`src/rtl/nor_pkg.sv`:
```
// Shared definitions for the NOR flash bus controller: cycle codes, FSM states,
// command-sequence constants and the per-step bus-op descriptor.
package nor_pkg;

  localparam logic [5:0] CYC_READ         = 6'h01;
  localparam logic [5:0] CYC_WRITE        = 6'h02;
  localparam logic [5:0] CYC_PROGRAM      = 6'h03;
  localparam logic [5:0] CYC_ERASE_SECTOR = 6'h04;
  localparam logic [5:0] CYC_ERASE_CHIP   = 6'h05;
  localparam logic [5:0] CYC_RESET        = 6'h06;

  typedef enum logic [2:0] {
    ST_IDLE,
    ST_SETUP,
    ST_RD_PULSE,
    ST_WR_PULSE,
    ST_WR_HOLD,
    ST_BSY_DLY,
    ST_BSY_WAIT,
    ST_DONE
  } nor_state_e;

  typedef enum logic [1:0] {
    ADDR_REQ,
    ADDR_555,
    ADDR_2AA,
    ADDR_ZERO
  } addr_sel_e;

  localparam logic [11:0] UNLOCK_ADDR1 = 12'h555;
  localparam logic [11:0] UNLOCK_ADDR2 = 12'h2AA;
  localparam logic [7:0]  UNLOCK_DATA1 = 8'hAA;
  localparam logic [7:0]  UNLOCK_DATA2 = 8'h55;
  localparam logic [7:0]  CMD_PROGRAM  = 8'hA0;
  localparam logic [7:0]  CMD_ERASE    = 8'h80;
  localparam logic [7:0]  CMD_SECTOR   = 8'h30;
  localparam logic [7:0]  CMD_CHIP     = 8'h10;
  localparam logic [7:0]  CMD_RESET    = 8'hF0;

  typedef struct packed {
    addr_sel_e   addr_sel;
    logic        req_data;   // drive latched request data instead of the constant
    logic [7:0]  data;
    logic        rd;
    logic        last;
    logic        busy_wait;
  } seq_op_t;

  function automatic logic code_valid(input logic [5:0] code);
    return (code >= CYC_READ) && (code <= CYC_RESET);
  endfunction

endpackage

```
`src/rtl/nor_seq_rom.sv`:
```
// Combinational command-sequence table: (cycle code, step index) -> bus operation.
module nor_seq_rom
  import nor_pkg::*;
(
  input  logic [5:0] code,
  input  logic [2:0] step,
  output seq_op_t    op
);

  always_comb begin
    op = '{ADDR_555, 1'b0, 8'h00, 1'b0, 1'b1, 1'b0};
    case (code)
      CYC_READ: begin
        op.addr_sel = ADDR_REQ;
        op.rd       = 1'b1;
      end
      CYC_WRITE: begin
        op.addr_sel = ADDR_REQ;
        op.req_data = 1'b1;
      end
      CYC_RESET: begin
        op.addr_sel = ADDR_ZERO;
        op.data     = CMD_RESET;
      end
      CYC_PROGRAM: begin
        op.busy_wait = 1'b1;
        op.last      = (step == 3'd3);
        case (step)
          3'd0:    op.data = UNLOCK_DATA1;
          3'd1: begin
            op.addr_sel = ADDR_2AA;
            op.data     = UNLOCK_DATA2;
          end
          3'd2:    op.data = CMD_PROGRAM;
          default: begin
            op.addr_sel = ADDR_REQ;
            op.req_data = 1'b1;
          end
        endcase
      end
      CYC_ERASE_SECTOR, CYC_ERASE_CHIP: begin
        op.busy_wait = 1'b1;
        op.last      = (code == CYC_ERASE_CHIP) ? (step == 3'd6) : (step == 3'd5);
        case (step)
          3'd0, 3'd3: op.data = UNLOCK_DATA1;
          3'd1, 3'd4: begin
            op.addr_sel = ADDR_2AA;
            op.data     = UNLOCK_DATA2;
          end
          3'd2:    op.data = CMD_ERASE;
          3'd5: begin
            op.addr_sel = ADDR_REQ;
            op.data     = CMD_SECTOR;
          end
          default: op.data = CMD_CHIP;
        endcase
      end
      default: ;
    endcase
  end

endmodule

```
`src/rtl/nor_bus_ctrl.sv`:
```
// Wishbone pipelined slave that turns one request into a timed NOR flash
// bus-op sequence (read, write, or unlock/command sequence with busy wait).
//
// state       | meaning
// ------------+---------------------------------------------------------
// ST_IDLE     | waiting for a request; only state with stall low
// ST_SETUP    | one cycle: ce_n low, address (and write data) set up
// ST_RD_PULSE | oe_n low for T_RD cycles, data captured on the last one
// ST_WR_PULSE | we_n low for T_WP cycles
// ST_WR_HOLD  | we_n high, addr/dq held for T_WH cycles
// ST_BSY_DLY  | T_BSY cycles before RY/BY is trusted
// ST_BSY_WAIT | wait for synchronized ready, bounded by the timeout
// ST_DONE     | one-cycle ack (or err on timeout)
module nor_bus_ctrl
  import nor_pkg::*;
#(
  parameter int ADDRBITS = 26,
  parameter int DATABITS = 16,
  parameter int T_RD     = 8,
  parameter int T_WP     = 4,
  parameter int T_WH     = 4,
  parameter int T_BSY    = 16,
  parameter int TO_BITS  = 24
) (
  input  logic                clk_i,
  input  logic                reset_ni,
  input  logic                wb_cyc_i,
  input  logic                wb_stb_i,
  input  logic                wb_we_i,
  input  logic [31:0]         wb_adr_i,
  input  logic [DATABITS-1:0] wb_dat_i,
  output logic [DATABITS-1:0] wb_dat_o,
  output logic                wb_ack_o,
  output logic                wb_err_o,
  output logic                wb_stall_o,
  output logic [ADDRBITS-1:0] nor_addr_o,
  output logic [DATABITS-1:0] nor_dq_o,
  input  logic [DATABITS-1:0] nor_dq_i,
  output logic                nor_dq_oe_o,
  output logic                nor_ce_n_o,
  output logic                nor_oe_n_o,
  output logic                nor_we_n_o,
  input  logic                nor_ryby_i
);

  localparam int TMR_W = 16;
  localparam logic [TO_BITS-1:0] TO_LOAD = {{(TO_BITS-1){1'b1}}, 1'b0};

  nor_state_e          state_q, state_d;
  logic [5:0]          req_code_q;
  logic [ADDRBITS-1:0] req_addr_q;
  logic [DATABITS-1:0] req_data_q;
  logic [DATABITS-1:0] rd_data_q;
  logic [2:0]          step_q;
  logic [TMR_W-1:0]    tmr_q;
  logic [TO_BITS-1:0]  to_cnt_q;
  logic                to_flag_q, abort_q, inv_err_q;
  logic                ryby_meta_q, ryby_sync_q;
  logic                accept, bus_act;
  logic [ADDRBITS-1:0] addr_mux;
  logic [DATABITS-1:0] data_mux;
  seq_op_t             op;
  logic                unused_we;

  // Direction is implied by the cycle code; the WE strobe carries no extra information.
  assign unused_we = wb_we_i;

  nor_seq_rom u_seq_rom (
    .code (req_code_q),
    .step (step_q),
    .op   (op)
  );

  assign accept = wb_cyc_i & wb_stb_i & ~wb_stall_o;

  always_comb begin
    state_d     = state_q;
    wb_stall_o  = (state_q != ST_IDLE);
    nor_ce_n_o  = 1'b1;
    nor_oe_n_o  = 1'b1;
    nor_we_n_o  = 1'b1;
    nor_dq_oe_o = 1'b0;
    case (state_q)
      ST_IDLE:
        if (accept && code_valid(wb_adr_i[31:26])) state_d = ST_SETUP;
      ST_SETUP: begin
        nor_ce_n_o  = 1'b0;
        nor_dq_oe_o = ~op.rd;
        state_d     = op.rd ? ST_RD_PULSE : ST_WR_PULSE;
      end
      ST_RD_PULSE: begin
        nor_ce_n_o = 1'b0;
        nor_oe_n_o = 1'b0;
        if (tmr_q == '0) state_d = ST_DONE;
      end
      ST_WR_PULSE: begin
        nor_ce_n_o  = 1'b0;
        nor_we_n_o  = 1'b0;
        nor_dq_oe_o = 1'b1;
        if (tmr_q == '0) state_d = ST_WR_HOLD;
      end
      ST_WR_HOLD: begin
        nor_ce_n_o  = 1'b0;
        nor_dq_oe_o = 1'b1;
        if (tmr_q == '0) begin
          if (!op.last)          state_d = ST_SETUP;
          else if (op.busy_wait) state_d = ST_BSY_DLY;
          else                   state_d = ST_DONE;
        end
      end
      ST_BSY_DLY:
        if (tmr_q == '0) state_d = ST_BSY_WAIT;
      ST_BSY_WAIT:
        if (ryby_sync_q || (to_cnt_q == '0)) state_d = ST_DONE;
      ST_DONE:
        state_d = ST_IDLE;
      default:
        state_d = ST_IDLE;
    endcase
  end

  always_ff @(posedge clk_i or negedge reset_ni) begin
    if (!reset_ni) begin
      state_q     <= ST_IDLE;
      req_code_q  <= '0;
      req_addr_q  <= '0;
      req_data_q  <= '0;
      rd_data_q   <= '0;
      step_q      <= '0;
      tmr_q       <= '0;
      to_cnt_q    <= '0;
      to_flag_q   <= 1'b0;
      abort_q     <= 1'b0;
      inv_err_q   <= 1'b0;
      ryby_meta_q <= 1'b0;
      ryby_sync_q <= 1'b0;
    end else begin
      state_q     <= state_d;
      ryby_meta_q <= nor_ryby_i;
      ryby_sync_q <= ryby_meta_q;
      inv_err_q   <= accept & ~code_valid(wb_adr_i[31:26]);

      if (accept) begin
        req_code_q <= wb_adr_i[31:26];
        req_addr_q <= wb_adr_i[ADDRBITS-1:0];
        req_data_q <= wb_dat_i;
        step_q     <= '0;
        abort_q    <= 1'b0;
        to_flag_q  <= 1'b0;
      end else if (state_q != ST_IDLE && !wb_cyc_i) begin
        // Flash commands cannot be aborted; only the bus response is dropped.
        abort_q <= 1'b1;
      end

      if (state_q == ST_WR_HOLD && state_d == ST_SETUP) step_q <= step_q + 3'd1;

      if (state_d != state_q) begin
        case (state_d)
          ST_RD_PULSE: tmr_q <= TMR_W'(T_RD - 1);
          ST_WR_PULSE: tmr_q <= TMR_W'(T_WP - 1);
          ST_WR_HOLD:  tmr_q <= TMR_W'(T_WH - 1);
          ST_BSY_DLY:  tmr_q <= TMR_W'(T_BSY - 1);
          default:     tmr_q <= '0;
        endcase
      end else if (tmr_q != '0) begin
        tmr_q <= tmr_q - TMR_W'(1);
      end

      if (state_d == ST_BSY_WAIT && state_q != ST_BSY_WAIT) to_cnt_q <= TO_LOAD;
      else if (state_q == ST_BSY_WAIT && to_cnt_q != '0) to_cnt_q <= to_cnt_q - TO_BITS'(1);

      if (state_q == ST_BSY_WAIT && !ryby_sync_q && to_cnt_q == '0) to_flag_q <= 1'b1;

      if (state_q == ST_RD_PULSE && tmr_q == '0) rd_data_q <= nor_dq_i;
    end
  end

  assign bus_act = (state_q == ST_SETUP) || (state_q == ST_RD_PULSE) ||
                   (state_q == ST_WR_PULSE) || (state_q == ST_WR_HOLD);

  always_comb begin
    case (op.addr_sel)
      ADDR_555:  addr_mux = ADDRBITS'(UNLOCK_ADDR1);
      ADDR_2AA:  addr_mux = ADDRBITS'(UNLOCK_ADDR2);
      ADDR_ZERO: addr_mux = '0;
      default:   addr_mux = req_addr_q;
    endcase
    data_mux = op.req_data ? req_data_q : DATABITS'(op.data);
  end

  assign nor_addr_o = bus_act ? addr_mux : '0;
  assign nor_dq_o   = (bus_act && !op.rd) ? data_mux : '0;
  assign wb_dat_o   = rd_data_q;
  assign wb_ack_o   = (state_q == ST_DONE) & ~to_flag_q & ~abort_q & wb_cyc_i;
  assign wb_err_o   = ((state_q == ST_DONE) & to_flag_q & ~abort_q & wb_cyc_i) | inv_err_q;

endmodule

```
`config.mk`:
```
export PLATFORM = sky130hd
export DESIGN_NAME = nor_bus_ctrl
export DESIGN_NICKNAME = d
export VERILOG_FILES = /design/src/rtl/nor_pkg.sv /design/src/rtl/nor_seq_rom.sv /design/src/rtl/nor_bus_ctrl.sv
export SDC_FILE = /design/constraint.sdc
export NUM_CORES = 1
export LEC_CHECK = 0
export BUFFER_PORTS_ARGS = -buffer_cell sky130_fd_sc_hd__buf_4
export CORE_UTILIZATION = 30
export DETAILED_ROUTE_END_ITERATION = 16
export PLACE_DENSITY_LB_ADDON = 0.12
export SLEW_MARGIN = 5
export SYNTH_ARGS = -nofsm -noshare
export SYNTH_HDL_FRONTEND = slang
export SYNTH_HIERARCHICAL = 1
export SYNTH_SLANG_ARGS = --single-unit
```
`constraint.sdc`:
```
create_clock -name clk_i -period 2.6 [get_ports clk_i]
set_clock_uncertainty 0.2 [all_clocks]
set_input_delay 0.65 -clock clk_i [delete_from_list [all_inputs] [get_ports clk_i]]
set_output_delay 0.65 -clock clk_i [all_outputs]
set_load 0.005 [all_outputs]
```
# Word level (Yosys, flattened, before mapping)

Cells that the tools add are included.

Flip-flop bits (word level): 115
Input bits: 70
Output and inout port bits: 65
Logic and storage cells: 141

Add/subtract/negate cells: 3
Magnitude comparators: 2
Eq/ne operators: 30
Mux-type cells: 40
Bitwise logic cells: 15
Reductions and logical operators: 38

Operator list:

| kind                    | count |
|---|---|
| $pmux W26 S3            | 1 |
| $mux W16                | 4 |
| $mux W24                | 2 |
| $pmux W8 S3             | 2 |
| $pmux W8 S4             | 1 |
| $eq A3 B3 Y1 const B    | 10 |
| $mux W3                 | 9 |
| $mux W26                | 1 |
| $logic_not A24 Y1       | 1 |
| $pmux W3 S8             | 1 |
| $reduce_bool A24 Y1     | 1 |
| $sub A24 B1 Y24 const B | 1 |
| $eq A3 B2 Y1 const B    | 6 |
| $eq A6 B3 Y1 const B    | 3 |
| $logic_not A16 Y1       | 1 |
| $reduce_bool A16 Y1     | 1 |
| $sub A16 B1 Y16 const B | 1 |
| $reduce_or A2 Y1        | 7 |
| $eq A6 B2 Y1 const B    | 2 |
| $pmux W2 S2             | 3 |
| $pmux W4 S3             | 1 |
| $mux W1                 | 11 |
| $logic_and A1 B1 Y1     | 10 |
| $reduce_bool A2 Y1      | 5 |
| other kinds (21)        | 43 |

# Logic depth before layout (Yosys ltp)

Gate-level depths: netlist (run 1).

Word-level depth: 11
Mapped depth: 11
Depth with buffers taken out: 10

# Cells and area by module

Netlist (run 1), hierarchy kept.

By module, submodules not included:

| module       | times used | cells an instance | area each (sq um) | sequential area each (sq um) |
|---|---|---|---|---|
| nor_bus_ctrl | 1          | 503               | 5594.1            | 2877.8 |
| nor_seq_rom  | 1          | 57                | 394.1             | 0.0 |

# Least setup slack after synthesis (run 1)

OpenSTA, ideal clock, no wires.

Path type: register to output
From: register req_code_q[3]
To: output nor_dq_o[6]
Arrival: 2.008 ns
Setup slack: -0.258 ns
Cell stages (with the launch flop): 8
Path buffers: 3
Path through: dfrtp_1 > or3_1 > buf_2 > nor4b_2 > clkbuf_1 > clkbuf_1 > mux2i_1 > nor2_1

RTL lines:

| item                   | RTL line            | RTL |
|---|---|---|
| start, declared        | nor_bus_ctrl.sv:50  | `logic [5:0] req_code_q;` |
| start signal, assigned | nor_bus_ctrl.sv:144 | `req_code_q <= wb_adr_i[31:26];` |
| end, declared          | nor_bus_ctrl.sv:37  | `output logic [DATABITS-1:0] nor_dq_o,` |

==> results of run 1 <==
[registers in the layout, summed over array words and instances (netlist names)]
signal and cells:
ryby_meta_q 1, ryby_sync_q 1, wb_dat_o 16, to_cnt_q 24
to_flag_q 1, abort_q 1, req_addr_q 26, inv_err_q 1
req_data_q 16, req_code_q 6, state_q 3, tmr_q 16
step_q 3
[synth_stat cells (7+ instances only)]
library cell / n
dfrtp_1: 115
nand2_1: 51
and3_1: 10
inv_1: 8
nor2b_1: 12
mux2_2: 65
o21a_1: 11
nand2b_1: 13
nand3_1: 8
a21oi_1: 12
nand3b_1: 7
and2_1: 17
xnor2_1: 17
nor2_1: 50
xor2_1: 21
clkbuf_1: 15
nor3_1: 15
mux2i_1: 11
o21ai_0: 13
[area by class of cell]
cell class / count / share of cell area, %
Clock buffer: 18 / 5.04
Clock inverter: 14 / 1.40
Inverter: 8 / 0.352
Multi-Input combinational cell: 409 / 36.0
Sequential cell: 115 / 33.8
Tap cell: 265 / 3.89
Timing Repair Buffer: 202 / 19.5
[metrics by stage]
stage	utilization, %	instance area, um2
2_1_floorplan	-	6020
3_3_place_gp	39.8	7780
3_5_place_dp	39.8	7780
4_1_cts	43.3	8460
5_1_grt	43.6	8520
6_report	43.6	8520
[worst max-delay path, stage by stage (launching register included)]
cell	delay [ns]
dfrtp_1	0.37
or3_4	0.42
buf_6	0.14
nor4b_4	0.32
buf_6	0.20
buf_12	0.12
and3_4	0.17
buf_6	0.09
[worst max path at each step]
stage                     end  cells past startpoint          start
6_report         nor_dq_o[13]                      7  req_code_q[5]
5_1_grt           nor_dq_o[3]                      7  req_code_q[5]
2_1_floorplan  nor_addr_o[15]                      7  req_code_q[3]
3_5_place_dp      nor_dq_o[1]                      7  req_code_q[3]
4_1_cts           nor_dq_o[1]                      7  req_code_q[5]
3_3_place_gp      nor_dq_o[1]                      7  req_code_q[3]
[kinds of logic (layout without fill, tap and decap cells)]
kind of cell | count (synthesis) | in the layout | synth area share [%]
and+or+nand+nor | 227 | 227 | 21.0
DFF | 115 | 115 | 48.1
muxes | 76 | 76 | 14.1
AOI/OAI and AO/OA | 65 | 65 | 7.79
xor gates and xnor gates | 38 | 38 | 5.56
buffers and inverters | 36 | 242 | 2.88
adders and majority gates | 3 | 3 | 0.627
[repair_timing]
| action | in CTS | in global routing |
|---|---|---|
| endpoints found under the hold margin | 24 | 0 |
| resized for setup | 21 | 14 |
| endpoints found under the setup margin | 69 | 89 |
| hold buffers | 1 | 0 |
| setup buffers | 3 | 0 |
| pin swaps | 4 | 4 |
[metal layers]
layer | vias to the layer above | track usage [%]
met4 | 0 | 6.05
met5 | - | 0
li1 | 2342 | -
met2 | 103 | 26.2
met3 | 16 | 4.36
met1 | 2402 | 19.6
[power groups by stage]
| stage | Clock (mW) | Sequential [mW] | Combinational (mW) |
|---|---|---|---|
| final | 2.19 | 3.12 | 3.87 |
| after global routing | 2.35 | 3.22 | 4.25 |
| after CTS | 2.27 | 3.11 | 3.87 |
| after detailed placement | 0 | 3.12 | 3.76 |
| after global placement | 0 | 3.08 | 3.68 |
| after floorplan | 0 | 2.98 | 2.27 |
==> reports/metrics.yaml, run 1 <==
violations: "setup timing"
antenna_found_initial: 0
routedWlPerCell_um: 14.9
ff_latch_area_mm2: 0.00288
dieWidth_um: 143
worstSetupStartpointType: "flop"
tightest_slew_ns: 0.518
synth-edff-count: 0
maxSlewHeadroom_pct: 65.4
synth_warnings: 6
clock-sinks: 115
ys_seq_area_share_pct: 48.1
cellPowerDensity_mw_per_mm2: 1080
dr_total_vias: 4863
n_antenna_cell: 0
crit_arrival_ns: 2.26
drt.antenna.violating_nets: 0
setup_violations: 43
met3WireLength_um: 766
total_power_mw: 9.19
pwr-share-comb_pct: 42.1
yosys.area.top_type_share_pct: 48.1
fin_ws_ns: -0.513
postSynthAreaPerCell_um2: 10.7
synth-seq-cells: 115
gp_congestion: 0.813
drive_gt1_share_pct: 44.9
grt_max_degree: 57
outcome: "finished, violations left"
internal-power_mw: 5.93
grt.total_usage_pct: 15.9
clk_latency_ns: 0.42
top_layer: "met4"
crit_path_end_kind: "primary output"
clk_pin_slew_ns: 0.06
cts_tree: "built"
grt_pass1_vias: 5084
period_needed_ns: 3.11
remaining_drc_errors: 0
htreeDepth: 4
ios: 135
wl_met2_um: 7250
synth_cell_type_count: 62
grt_pass1_wl_um: 25100
hold_path_end: "ryby_meta_q"
initial_core_util_pct: 30.7
p_seq_share_pct: 34.0
dp.cells: 995
io_buffers: 133
synth_area_leaders: "dfrtp_1 (48%), mux2_2 (12%), nand2_1 (3.2%), nor2_1 (3.1%), xor2_1 (3.1%)"
dominantRegCellSynth: "dfrtp_1"
wl_um: 15300
synth_top_area_cell: "dfrtp_1"
r2r_slack_ns: 0
die_height_um: 143
mostFrequentLayoutCell: "buf_4"
core_area_mm2: 0.0195
hold_start: "nor_ryby_i"
ir_drop_v: 0.000530
worst_hold_slack_ns: 0.138
wl_met1_um: 7090
syn_to_final_growth_pct: 42.3
timing.rr.start: "req_code_q[5]"
synth_cells: 560
worstPathMaxFanout: 8
sw_frac_of_total_pct: 35.5
root_buffer: "clkbuf_16"
dp_hpwl_um: 11200
p_leak_nw: 3.88
clkPwrFrac_pct: 23.9
cts_inserted_buffers: 17
dr.pass1.iters: 4
fillers: 1899
multi_input_area_mm2: 0.00307
hold_class: "in2reg"
rsz0062_at_grt: "yes"
period_share_pct: 120
drt_iter0_drc: 213
finalNonFillerCells: 1031
syn_area_mm2: 0.00599
ys_async_sr_fraction_pct: 100
post-place-ws_ns: -0.254
gr-total-overflow: 0
hold_viol: 0
drt-vias-per-instance: 4.72
p_sw_mw: 3.27
final_net_count: 826
drv_slew: 0
fmax_mhz: 321
reg2regPathDepth: 10
required_ns: 1.75
finalSetupTns_ns: -20.34
rows: 51
maxCapViolations: 0
synth_nets: 633
dieArea_mm2: 0.0205
whs_path_depth: 1
final_cell_mix: "buf_4 (185), dfrtp_1 (110), mux2_2 (65)"
r2r_end: "to_cnt_q[19]"
path_class: "reg2out"
clock_path_buffers: 2
(Power assumes the default switching activity.)
==> run 2: changes to the inputs <==
SETUP_SLACK_MARGIN = 0.1   (was unset)
==> reports/metrics.yaml, run 2 (synthesized netlist as in run 1, its figures left out) <==
crit_path_max_incr_delay_ns: 0.46
syn_to_final_growth_pct: 51.1
top_register: "req_addr_q"
dr.pass1.iters: 4
routedWlPerCell_um: 14.8
ff_latch_area_mm2: 0.00288
cpLargestDelayFamily: "simple AND/OR/NAND/NOR gates"
worstSetupStartpointType: "flop"
maxCapViolations: 0
p_leak_nw: 4.12
dp_hpwl_um: 11300
period_share_pct: 117
p_seq_share_pct: 31.3
finalInstanceArea_mm2: 0.00905
rsz0062_at_grt: "yes"
clock-sinks: 115
slowest_stage: "or3_4"
antenna_found_initial: 0
ir_drop_v: 0.000600
clk_pin_slew_ns: 0.06
dieArea_mm2: 0.0205
top_regs: "req_addr_q: 26 flops, to_cnt_q: 24 flops"
grt_pass1_vias: 4967
largest_reg_flops: 26
p_sw_mw: 3.37
crit_path_end_kind: "primary output"
worstPathMaxFanout: 6
drt-vias-per-instance: 4.70
cp_cell_sequence: "or3_4, nor4b_4, buf_12, mux2i_2, nor2_1, buf_4"
htreeDepth: 4
period_needed_ns: 3.05
path_class: "reg2out"
grt_pass1_wl_um: 24900
pwr-share-comb_pct: 43.7
tightest_slew_ns: 0.508
clkPwrFrac_pct: 25.0
required_ns: 1.75
final_net_count: 844
final_cell_mix: "buf_4 (186), dfrtp_1 (111), mux2_2 (65)"
die_height_um: 143
crit_arrival_ns: 2.20
hold_class: "in2async"
gr-total-overflow: 0
rows: 51
cellPowerDensity_mw_per_mm2: 1110
remaining_drc_errors: 0
place_area_mm2: 0.00794
initial_core_util_pct: 30.7
worst-path-buf-inv: 2
root_buffer: "clkbuf_16"
setup_violations: 43
fillers: 1860
mostFrequentLayoutCell: "buf_4"
grt.total_usage_pct: 15.8
clock_path_buffers: 2
core_area_mm2: 0.0195
violations: "hold timing, setup timing"
worst_hold_slack_ns: -0.00135
n_antenna_cell: 0
maxSlewHeadroom_pct: 65.8
hold_viol: 1
drt_iter0_drc: 146
cts_tree: "built"
cts_inserted_buffers: 17
clk_latency_ns: 0.41
fmax_mhz: 328
drive_gt1_share_pct: 50.4
ios: 135
internal-power_mw: 6.66
gp_congestion: 0.812
io_buffers: 133
grt_max_degree: 38
sw_frac_of_total_pct: 33.6
wl_um: 15500
drt.antenna.violating_nets: 0
outcome: "finished, violations left"
fin_ws_ns: -0.452
drv_slew: 0
multi_input_area_mm2: 0.00327
dr_total_vias: 4934
finalSetupTns_ns: -15.92
dieWidth_um: 143
hold_buffers: 0
## run 2: path summary, 6_finish.rpt
check	from	end	slack (ns)	depth (start not counted)
worst max-delay path	req_code_q[5]	nor_dq_o[6]	-0.45	6
worst min-delay path	reset_ni	req_data_q[4]	-0.001	1
worst max register to register	to_cnt_q[6]	tmr_q[2]	0.06	9
worst min register to register	ryby_meta_q	ryby_sync_q	0.15	0
max in group asynchronous	reset_ni	wb_dat_o[4]	1.61	2
min in group clk_i	ryby_meta_q	ryby_sync_q	0.15	0
## run 2: power groups by stage
stage	logic (mW)	registers, mW	clock network [mW]
6_report	4.38	3.14	2.51
5_1_grt	4.78	3.24	2.66
4_1_cts	4.02	3.11	2.56
3_5_place_dp	3.89	3.11	0
3_3_place_gp	3.82	3.08	0
2_1_floorplan	2.32	2.98	0
## run 2: metal layers
layer	part of all wire (%)	routed length, um	track usage (%)
met2	49	7630	25.8
met1	45	6900	19.5
met3	5.2	805	5.26
met5	0	0	0
met4	1.1	170	5.04
## run 2: repair_timing
action	in CTS	in global routing
endpoints found under the setup margin	86	105
gates resized for setup	18	77
setup buffers	4	7
pin swaps	15	30
## run 2: final cells by class
cell class | instances | share of cell area, %
clock buffers | 21 | 5.09
clock inverters | 11 | 1.94
inverters | 8 | 0.332
multi-input cells | 409 | 36.2
flip-flops and latches | 115 | 31.9
well taps | 265 | 3.66
repair buffers | 220 | 20.9
## run 2: per-stage QoR
step                      utilization [%]  hold slack [ns]  cells  power (mW)  worst slack (ns)
after CTS                            44.5          0.00950   1043        9.69            -0.485
final                                46.3         -0.00135   1049        10.0            -0.452
after global placement               40.6            0.139   1007        6.90           -0.0537
after detailed placement             40.6            0.136   1007        7.01           -0.0752
after floorplan                         -            0.131    560        5.30            0.0345
after global routing                 46.3           0.0185   1049        10.7            -0.549
==> run 3: changes to the inputs <==
CORE_UTILIZATION = 49   (was 30)
==> reports/metrics.yaml, run 3 (synthesized netlist as in run 1, its figures left out) <==
cellPowerDensity_mw_per_mm2: 1110
wl_um: 15100
cts_inserted_buffers: 17
setup_violations: 65
drv_slew: 0
initial_core_util_pct: 50.1
fillers: 843
core_area_mm2: 0.0120
drive_gt1_share_pct: 51.9
maxCapViolations: 0
hold_class: "in2async"
outcome: "finished, violations left"
tightest_slew_ns: 0.515
cp_cell_sequence: "or3_4, nor4b_4, buf_12, mux2i_1, nor2_1, buf_4"
fmax_mhz: 327
largest_reg_flops: 26
crit_arrival_ns: 2.21
mostFrequentLayoutCell: "buf_4"
grt_pass1_vias: 4985
clk_latency_ns: 0.41
worstPathMaxFanout: 8
die_height_um: 113
dr.pass1.iters: 4
crit_path_max_incr_delay_ns: 0.46
routedWlPerCell_um: 16.5
worstSetupStartpointType: "flop"
finalNonFillerCells: 914
hold_viol: 0
cts_tree: "built"
rows: 40
period_needed_ns: 3.06
final_net_count: 828
dr_total_vias: 4897
dp_hpwl_um: 10200
clock_path_buffers: 2
dieArea_mm2: 0.0127
root_buffer: "clkbuf_16"
grt_pass1_wl_um: 24500
violations: "setup timing"
clock-sinks: 115
place_area_mm2: 0.00760
path_depth: 6
drt.antenna.violating_nets: 0
gr-total-overflow: 0
finalSetupTns_ns: -17.67
top_regs: "req_addr_q: 26 flops, to_cnt_q: 24 flops"
drt-vias-per-instance: 5.36
dieWidth_um: 113
syn_to_final_growth_pct: 46.7
p_leak_nw: 4.01
remaining_drc_errors: 0
htreeDepth: 4
required_ns: 1.75
finalInstanceArea_mm2: 0.00879
worst_hold_slack_ns: 0.00763
fin_ws_ns: -0.455
drt_iter0_drc: 168
period_share_pct: 118
grt_max_degree: 50
ios: 135
clk_pin_slew_ns: 0.05
n_antenna_cell: 0
top_register: "req_addr_q"
reg2regPathDepth: 10
path_class: "reg2out"
rsz0062_at_grt: "yes"
crit_path_end_kind: "primary output"
maxSlewHeadroom_pct: 65.6
worst-path-buf-inv: 2
grt.total_usage_pct: 24.8
antenna_found_initial: 0
io_buffers: 133
slowest_stage: "or3_4"
cpLargestDelayFamily: "simple AND/OR/NAND/NOR gates"
dp.cells: 868
ir_drop_v: 0.000704
gp_congestion: 0.850
final_cell_mix: "buf_4 (165), dfrtp_1 (111), mux2_2 (65)"
## run 3: cell type report
| class | count | area, um2 | share of cell area (%) |
|---|---|---|---|
| clock buffers | 22 | 464 | 5.28 |
| clock inverters | 9 | 82.6 | 0.940 |
| inverters | 8 | 30.0 | 0.342 |
| multi-input cells | 409 | 3350 | 38.1 |
| flip-flops and latches | 115 | 2880 | 32.8 |
| well taps | 147 | 184 | 2.09 |
| repair buffers | 204 | 1790 | 20.4 |
## run 3: where the power goes
group / leakage, nW / internal [mW] / switching, mW
Clock: 0.254 / 1.35 / 0.811
Sequential: 1.42 / 2.56 / 0.597
Combinational: 2.34 / 2.39 / 2.01
Total: 4.01 / 6.30 / 3.42
## run 3: final timing paths
kind,start,endpoint,slack (ns)
setup reg to reg,req_code_q[3],to_cnt_q[19],-0.06
setup / recovery,req_code_q[3],nor_dq_o[6],-0.46
min in group clk_i,nor_ryby_i,ryby_meta_q,0.14
hold / removal,reset_ni,req_data_q[2],0.008
max in group asynchronous,reset_ni,state_q[2],1.55
hold reg to reg,ryby_meta_q,ryby_sync_q,0.16
## run 3: what timing repair did
action / CTS / global route
pin swaps: 30 / 19
resized for setup: 64 / 69
setup endpoints to repair: 88 / 94
hold buffers: 0 / 0
setup buffers: 9 / 5
gates cloned: 1 / 2
hold endpoints to repair: 0 / 0
## run 3: per-stage QoR
stage | utilization [%] | power (mW) | worst slack [ns]
floorplan | - | 5.30 | 0.0345
finish | 73.5 | 9.72 | -0.455
global placement | 63.6 | 6.67 | -0.0396
CTS | 70.9 | 9.35 | -0.482
global route | 73.5 | 10.3 | -0.585
detailed placement | 63.6 | 6.82 | -0.0649
## run 3: layer usage
| layer | vias to the layer above | global-route usage [%] | routed length [um] |
|---|---|---|---|
| met4 | 0 | 8.09 | 182 |
| met2 | 126 | 40.3 | 7630 |
| li1 | 2355 | - | - |
| met5 | - | 0 | 0 |
| met1 | 2402 | 30.8 | 6390 |
| met3 | 14 | 8.75 | 918 |
